File: src/rtl/uart_pkg.sv
// rtl/uart_pkg.sv - shared constants and rx state type; ST_PARITY exists only with UART_RX_PARITY_EN
package uart_pkg;

    localparam int DEFAULT_CLKS_PER_BIT = 16;
    localparam int DATA_BITS            = 8;

    typedef enum logic [2:0] {
        ST_IDLE      = 3'd0,
        ST_START     = 3'd1,
        ST_DATA      = 3'd2,
`ifdef UART_RX_PARITY_EN
        ST_PARITY    = 3'd3,
`endif
        ST_STOP      = 3'd4,
        ST_WAIT_HIGH = 3'd5
    } rx_state_t;

endpackage

File: src/rtl/uart_rx_sync.sv
// rtl/uart_rx_sync.sv - two-flop synchronizer for the serial line, resets to the idle (high) level
module uart_rx_sync (
    input  logic clk,
    input  logic rst,
    input  logic d,
    output logic q
);

    logic meta;

    always_ff @(posedge clk) begin
        if (rst) begin
            meta <= 1'b1;
            q    <= 1'b1;
        end else begin
            meta <= d;
            q    <= meta;
        end
    end

endmodule

File: src/rtl/uart_rx_os.sv
// rtl/uart_rx_os.sv - oversampled UART receiver, 8N1 by default, 8E1 when UART_RX_PARITY_EN is defined
module uart_rx_os
    import uart_pkg::*;
#(
    parameter int NUM_CLKS_PER_BIT = DEFAULT_CLKS_PER_BIT
) (
    input  logic                 clk,
    input  logic                 rst,
    input  logic                 rx,
    output logic [DATA_BITS-1:0] dout,
    output logic                 done,
    output logic                 frame_err,
    output logic                 parity_err,
    output logic                 busy
);

    localparam int            CW        = $clog2(NUM_CLKS_PER_BIT) + 1;
    localparam logic [CW-1:0] HALF_LAST = CW'(NUM_CLKS_PER_BIT / 2 - 1);
    localparam logic [CW-1:0] BIT_LAST  = CW'(NUM_CLKS_PER_BIT - 1);

    rx_state_t            state;
    logic [CW-1:0]        clk_cnt;
    logic [2:0]           bit_cnt;
    logic [DATA_BITS-1:0] shreg;
    logic                 rx_s;
    logic                 bit_tick;
    logic                 par_bad;

    uart_rx_sync u_sync (
        .clk (clk),
        .rst (rst),
        .d   (rx),
        .q   (rx_s)
    );

    assign bit_tick = (clk_cnt == BIT_LAST);
    assign busy     = (state != ST_IDLE);

`ifdef UART_RX_PARITY_EN
    logic par_bit;
    logic perr_q;
    // Even parity: data bits plus parity bit must XOR to zero.
    assign par_bad    = ^{shreg, par_bit};
    assign parity_err = perr_q;
`else
    assign par_bad    = 1'b0;
    assign parity_err = 1'b0;
`endif

    always_ff @(posedge clk) begin
        if (rst) begin
            state     <= ST_IDLE;
            clk_cnt   <= '0;
            bit_cnt   <= '0;
            shreg     <= '0;
            dout      <= '0;
            done      <= 1'b0;
            frame_err <= 1'b0;
`ifdef UART_RX_PARITY_EN
            par_bit   <= 1'b0;
            perr_q    <= 1'b0;
`endif
        end else begin
            done      <= 1'b0;
            frame_err <= 1'b0;
`ifdef UART_RX_PARITY_EN
            perr_q    <= 1'b0;
`endif
            clk_cnt   <= clk_cnt + CW'(1);
            case (state)
                ST_IDLE: begin
                    clk_cnt <= '0;
                    if (!rx_s) begin
                        state   <= ST_START;
                        bit_cnt <= '0;
                    end
                end
                ST_START: begin
                    // Mid-start-bit recheck rejects short glitches without any pulse.
                    if (clk_cnt == HALF_LAST) begin
                        clk_cnt <= '0;
                        state   <= rx_s ? ST_IDLE : ST_DATA;
                    end
                end
                ST_DATA: begin
                    if (bit_tick) begin
                        clk_cnt <= '0;
                        shreg   <= {rx_s, shreg[DATA_BITS-1:1]};
                        bit_cnt <= bit_cnt + 3'd1;
                        if (bit_cnt == 3'd7) begin
`ifdef UART_RX_PARITY_EN
                            state <= ST_PARITY;
`else
                            state <= ST_STOP;
`endif
                        end
                    end
                end
`ifdef UART_RX_PARITY_EN
                ST_PARITY: begin
                    if (bit_tick) begin
                        clk_cnt <= '0;
                        par_bit <= rx_s;
                        state   <= ST_STOP;
                    end
                end
`endif
                ST_STOP: begin
                    if (bit_tick) begin
                        clk_cnt <= '0;
                        if (rx_s) begin
                            state <= ST_IDLE;
                            if (!par_bad) begin
                                dout <= shreg;
                                done <= 1'b1;
                            end
`ifdef UART_RX_PARITY_EN
                            perr_q <= par_bad;
`endif
                        end else begin
                            // Line still low: hold off until it recovers so a break reports once.
                            state     <= ST_WAIT_HIGH;
                            frame_err <= 1'b1;
`ifdef UART_RX_PARITY_EN
                            perr_q    <= par_bad;
`endif
                        end
                    end
                end
                ST_WAIT_HIGH: begin
                    clk_cnt <= '0;
                    if (rx_s) begin
                        state <= ST_IDLE;
                    end
                end
                default: begin
                    clk_cnt <= '0;
                    state   <= ST_IDLE;
                end
            endcase
        end
    end

endmodule

File: config.mk
export PLATFORM = sky130hd
export DESIGN_NAME = uart_rx_os
export DESIGN_NICKNAME = d
export VERILOG_FILES = /design/src/rtl/uart_pkg.sv /design/src/rtl/uart_rx_sync.sv /design/src/rtl/uart_rx_os.sv
export SDC_FILE = /design/constraint.sdc
export NUM_CORES = 1
export LEC_CHECK = 0
export BUFFER_PORTS_ARGS = -buffer_cell sky130_fd_sc_hd__buf_4
export CAP_MARGIN = 20
export CORE_AREA = 2 2 52 54
export DETAILED_ROUTE_END_ITERATION = 7
export DIE_AREA = 0 0 54 56
export MAX_ROUTING_LAYER = met4
export PLACE_DENSITY_LB_ADDON = 0.3
export SKIP_CTS_REPAIR_TIMING = 1
export SYNTH_ARGS = -nofsm -noshare
export SYNTH_HDL_FRONTEND = slang
export SYNTH_SLANG_ARGS = --single-unit
File: constraint.sdc
create_clock -name clk -period 4.9 [get_ports clk]
set_clock_uncertainty 0.05 [all_clocks]
set_input_delay 0.49 -clock clk [delete_from_list [all_inputs] [get_ports clk]]
set_output_delay 0.49 -clock clk [all_outputs]
set_load 0.03 [all_outputs]
==> summary.txt <==
Critical path
  – Data arrival time of the critical path: 2310 ps
  – Library cell appearing most often on the critical path: sky130_fd_sc_hd__ha_1
  – Endpoint type of the worst setup path: flip-flop
  – Crit Path Class: reg -> reg
  – Critical-path cell with the highest stage delay: sky130_fd_sc_hd__nand4_1
  – CP top delay family: simple AND/OR/NAND/NOR gates
  – Buffers and inverters on the worst path: 1
  – Largest fanout on the critical path: 9
  – CP startpoint kind: flip-flop
  – CP Data Required Time: 5070 ps
  – Delay contributed by the slowest stage of the critical path: 520 ps
  – Cells along the critical path: ha_1 > nand3_1 > inv_1 > ha_1 > nand4_1 > mux2i_1 > nor2_1

Timing
  – Maximum clock rate: 466.8 MHz
  – Worst Max-Slew Pin Slew: 591.8 ps
  – Final setup violation count: 0
  – Number of slew-limit violations in the final report: 0
  – Final hold viol count: 0
  – Final TNS setup: 0 ps
  – Max_slew headroom: 60.43%
  – Minimum period implied by the final worst setup slack: 2142 ps
  – Unrepaired setup endpoints after global routing: false
  – Hold slack: 291.2 ps
  – Part of the cycle the worst path needs: 43.72%

Floorplanning
  – Initial cell density of the core: 57.05%
  – Number of I/O pins: 15
  – Die Area: 0.003024 mm²
  – Chip Width: 54 µm
  – Site Rows: 18
  – Die extent in y: 56 µm
  – Core region area: 0.002432 mm²

Detailed routing
  – WL final: 2.343 mm
  – Residual antenna-violating net count after detailed routing: 0
  – Routed via count: 1008
  – Wire per inst: 12.33 µm
  – Vias per std cell: 5.305
  – Drc violations: 0
  – Number of DRC violations after detailed-routing iteration 0: 13
  – Pre-Repair DR Iteration Count: 4

Synth
  – Share of cell area taken by muxes after synthesis: 8.656%
  – Fraction of the yosys area taken by sequential cells: 44.72%
  – Avg Synthesized Cell Area: 9.189 µm²
  – Async set-or-reset flop fraction in the synthesized netlist: 0%
  – Number of synthesized flops with an enable pin: 0
  – Dominant combinational cell family by area after synthesis: simple AND/OR/NAND/NOR gates
  – Share of synthesized cell area in full adder, half adder and majority cells: 4.509%
  – Post-synthesis cell count: 151
  – Simple-gate share of the synthesized area: 23.35%
  – Syn nets: 159
  – Post-synth cell types: 39
  – Primary flip-flop cell chosen by synthesis mapping: sky130_fd_sc_hd__dfxtp_1
  – XOR/XNOR Fraction of Synth Area: 2.525%
  – Number of warnings issued by yosys: 0
  – Synthesized area: 0.001388 mm²
  – Share of the synthesized area in compound gates (AO/OA/AOI/OAI): 10.55%
  – Total of flip-flops plus latches after synthesis: 31

Finish
  – Commonest non-fill, non-tap cell in the layout: sky130_fd_sc_hd__dfxtp_1
  – Highest-count cells in the layout ignoring fill and taps: sky130_fd_sc_hd__dfxtp_1, sky130_fd_sc_hd__nand2_1, sky130_fd_sc_hd__nor2_1, sky130_fd_sc_hd__a21oi_1, sky130_fd_sc_hd__buf_4
  – Footprint of the flip-flops and latches: 620.6 µm²
  – Final #Nets: 168
  – Area of the multi-input gates: 691.9 µm²
  – Share of final-layout standard cells stronger than drive strength 1: 16.88%
  – Area delta synth->final: 8.927%
  – Ant diodes: 0
  – Number of inserted filler cells in the final layout: 216

Clock tree
  – CTS tree: done
  – Clk sinks: 31
  – Inserted Clock Buffers: 5
  – Number of buffers between clock root and the deepest sink: 2
  – Max H-tree Level: 2
  – Clk Tree Root Cell: sky130_fd_sc_hd__clkbuf_4
  – Clock slew seen by the registers of the worst setup and hold paths: 80 ps
  – Insertion delay to the later sink of the worst-skew pair: 330 ps

Place
  – RD Place Congestion: 0.7683
  – Number of port buffers: 13
  – HPWL reported at the end of detailed placement: 1.635 mm

Hold path
  – Min-Delay Path Class: in -> reg

Power
  – Switching pwr: 157.3 µW
  – Static leakage: 0.6714 nW
  – Clock network power share: 27.2%
  – IR Drop Worst-Case VDD: 0.2317 mV
  – Relative contribution of combinational cells to total power: 21.0%
  – Power Density: 356.5 mW/mm²
  – Register share of total power: 51.8%
  – Switching share of total power: 29.20%
  – Total internal power: 381.4 µW

Global routing
  – Global-route usage over all layers: 19.35%
  – Remaining Overflow, GRT: 0
  – Vias in the first global route: 972
  – Antenna violations before repair: 0
  – Global-route wire length before repair: 4.112 mm
  – Maximum number of pins on one net before global-route repair: 34

Status
  – Outcome: completed

Run
  – Maximum Capacitance Violations: 0
[through the flow]
step,area [µm²],power [mW],util [%],cells,setup WS [ps]
6_report,1511,0.5388,62.14,190,2758
5_1_grt,1511,0.5718,62.14,190,2543
4_1_cts,1511,0.5463,62.14,190,2763
3_5_place_dp,1455,0.3971,59.83,183,2790
3_3_place_gp,1455,0.3951,59.83,183,2862
2_1_floorplan,1388,0.3781,-,151,2946
[cell type report]
class / instances / share of cell area, %
well taps: 30 / 2.483
clock inverters: 1 / 0.3311
clock buffers: 6 / 3.394
multi-input cells: 107 / 45.78
inverters: 2 / 0.4967
repair buffers: 13 / 6.457
flip-flops and latches: 31 / 41.06
[cell usage after synthesis (2+ instances only)]
master                     count  area (µm²)
sky130_fd_sc_hd__nor3_1        2       10.01
sky130_fd_sc_hd__a21oi_1      13       65.06
sky130_fd_sc_hd__nand2_1      20       75.07
sky130_fd_sc_hd__nor2b_1       3       18.77
sky130_fd_sc_hd__clkbuf_1      2       7.510
sky130_fd_sc_hd__mux2_4        2       30.03
sky130_fd_sc_hd__nand3_1       2       10.01
sky130_fd_sc_hd__nand2b_1      2       12.51
sky130_fd_sc_hd__xnor2_1       3       26.28
sky130_fd_sc_hd__ha_1          5       62.56
sky130_fd_sc_hd__buf_6         2       22.52
sky130_fd_sc_hd__or2_2         3       18.77
sky130_fd_sc_hd__buf_2         6       30.03
sky130_fd_sc_hd__inv_1         2       7.510
sky130_fd_sc_hd__nor2_1       19       71.32
sky130_fd_sc_hd__mux2i_1       9       90.09
sky130_fd_sc_hd__and3b_1       2       17.52
sky130_fd_sc_hd__dfxtp_1      31       620.6
sky130_fd_sc_hd__nand4_1       3       18.77
[worst paths after layout]
check,start,endpoint,slack [ps],cells past startpoint
worst max-delay path,clk_cnt[0]$_SDFF_PP0_,dout[6]$_SDFFE_PP0P_,2760,7
worst min-delay path,rx,u_sync.meta$_SDFF_PP1_,290,2
worst max register to register,clk_cnt[0]$_SDFF_PP0_,dout[6]$_SDFFE_PP0P_,2760,7
worst min register to register,u_sync.meta$_SDFF_PP1_,u_sync.q$_SDFF_PP1_,360,1
[worst reg2reg max path, delay by kind of cell, from the launching register on]
family / cells / cell delay (ps)
DFF: 1 / 370
muxes: 1 / 330
buffers and inverters: 1 / 70
and+or+nand+nor: 3 / 700
adders and majority gates: 2 / 500
[metal layers]
metal / wire length (µm) / part of all wire (%) / global-route usage (%)
met1: 1094 / 47 / 23.44
met2: 1096 / 47 / 27.18
met3: 99 / 4.2 / 8.065
met4: 53 / 2.3 / 9.643
met5: 0 / 0 / -
[kinds of logic (layout without fill, tap and decap cells)]
kind of cell    after synthesis  in the layout
compound gates               21             21
xor+xnor                      4              4
other cells                   1              1
fa+ha+maj                     5              5
mux                          11             11
buf+inv                      13             22
flops                        31             31
simple gates                 65             65
[registers in the layout (all words and copies together) (netlist names)]
signal,count
u_sync.q,1
frame_err,1
shreg,8
u_sync.meta,1
done,1
state,3
dout,8
bit_cnt,3
clk_cnt,5
[power by group through the flow]
stage          clock network [mW]  registers, mW  logic (mW)
6_report                    0.147          0.279       0.113
5_1_grt                     0.167          0.282       0.123
4_1_cts                     0.153          0.279       0.114
3_5_place_dp                    0          0.284       0.113
3_3_place_gp                    0          0.284       0.111
2_1_floorplan                   0          0.271       0.107
(Power assumes the default switching activity.)
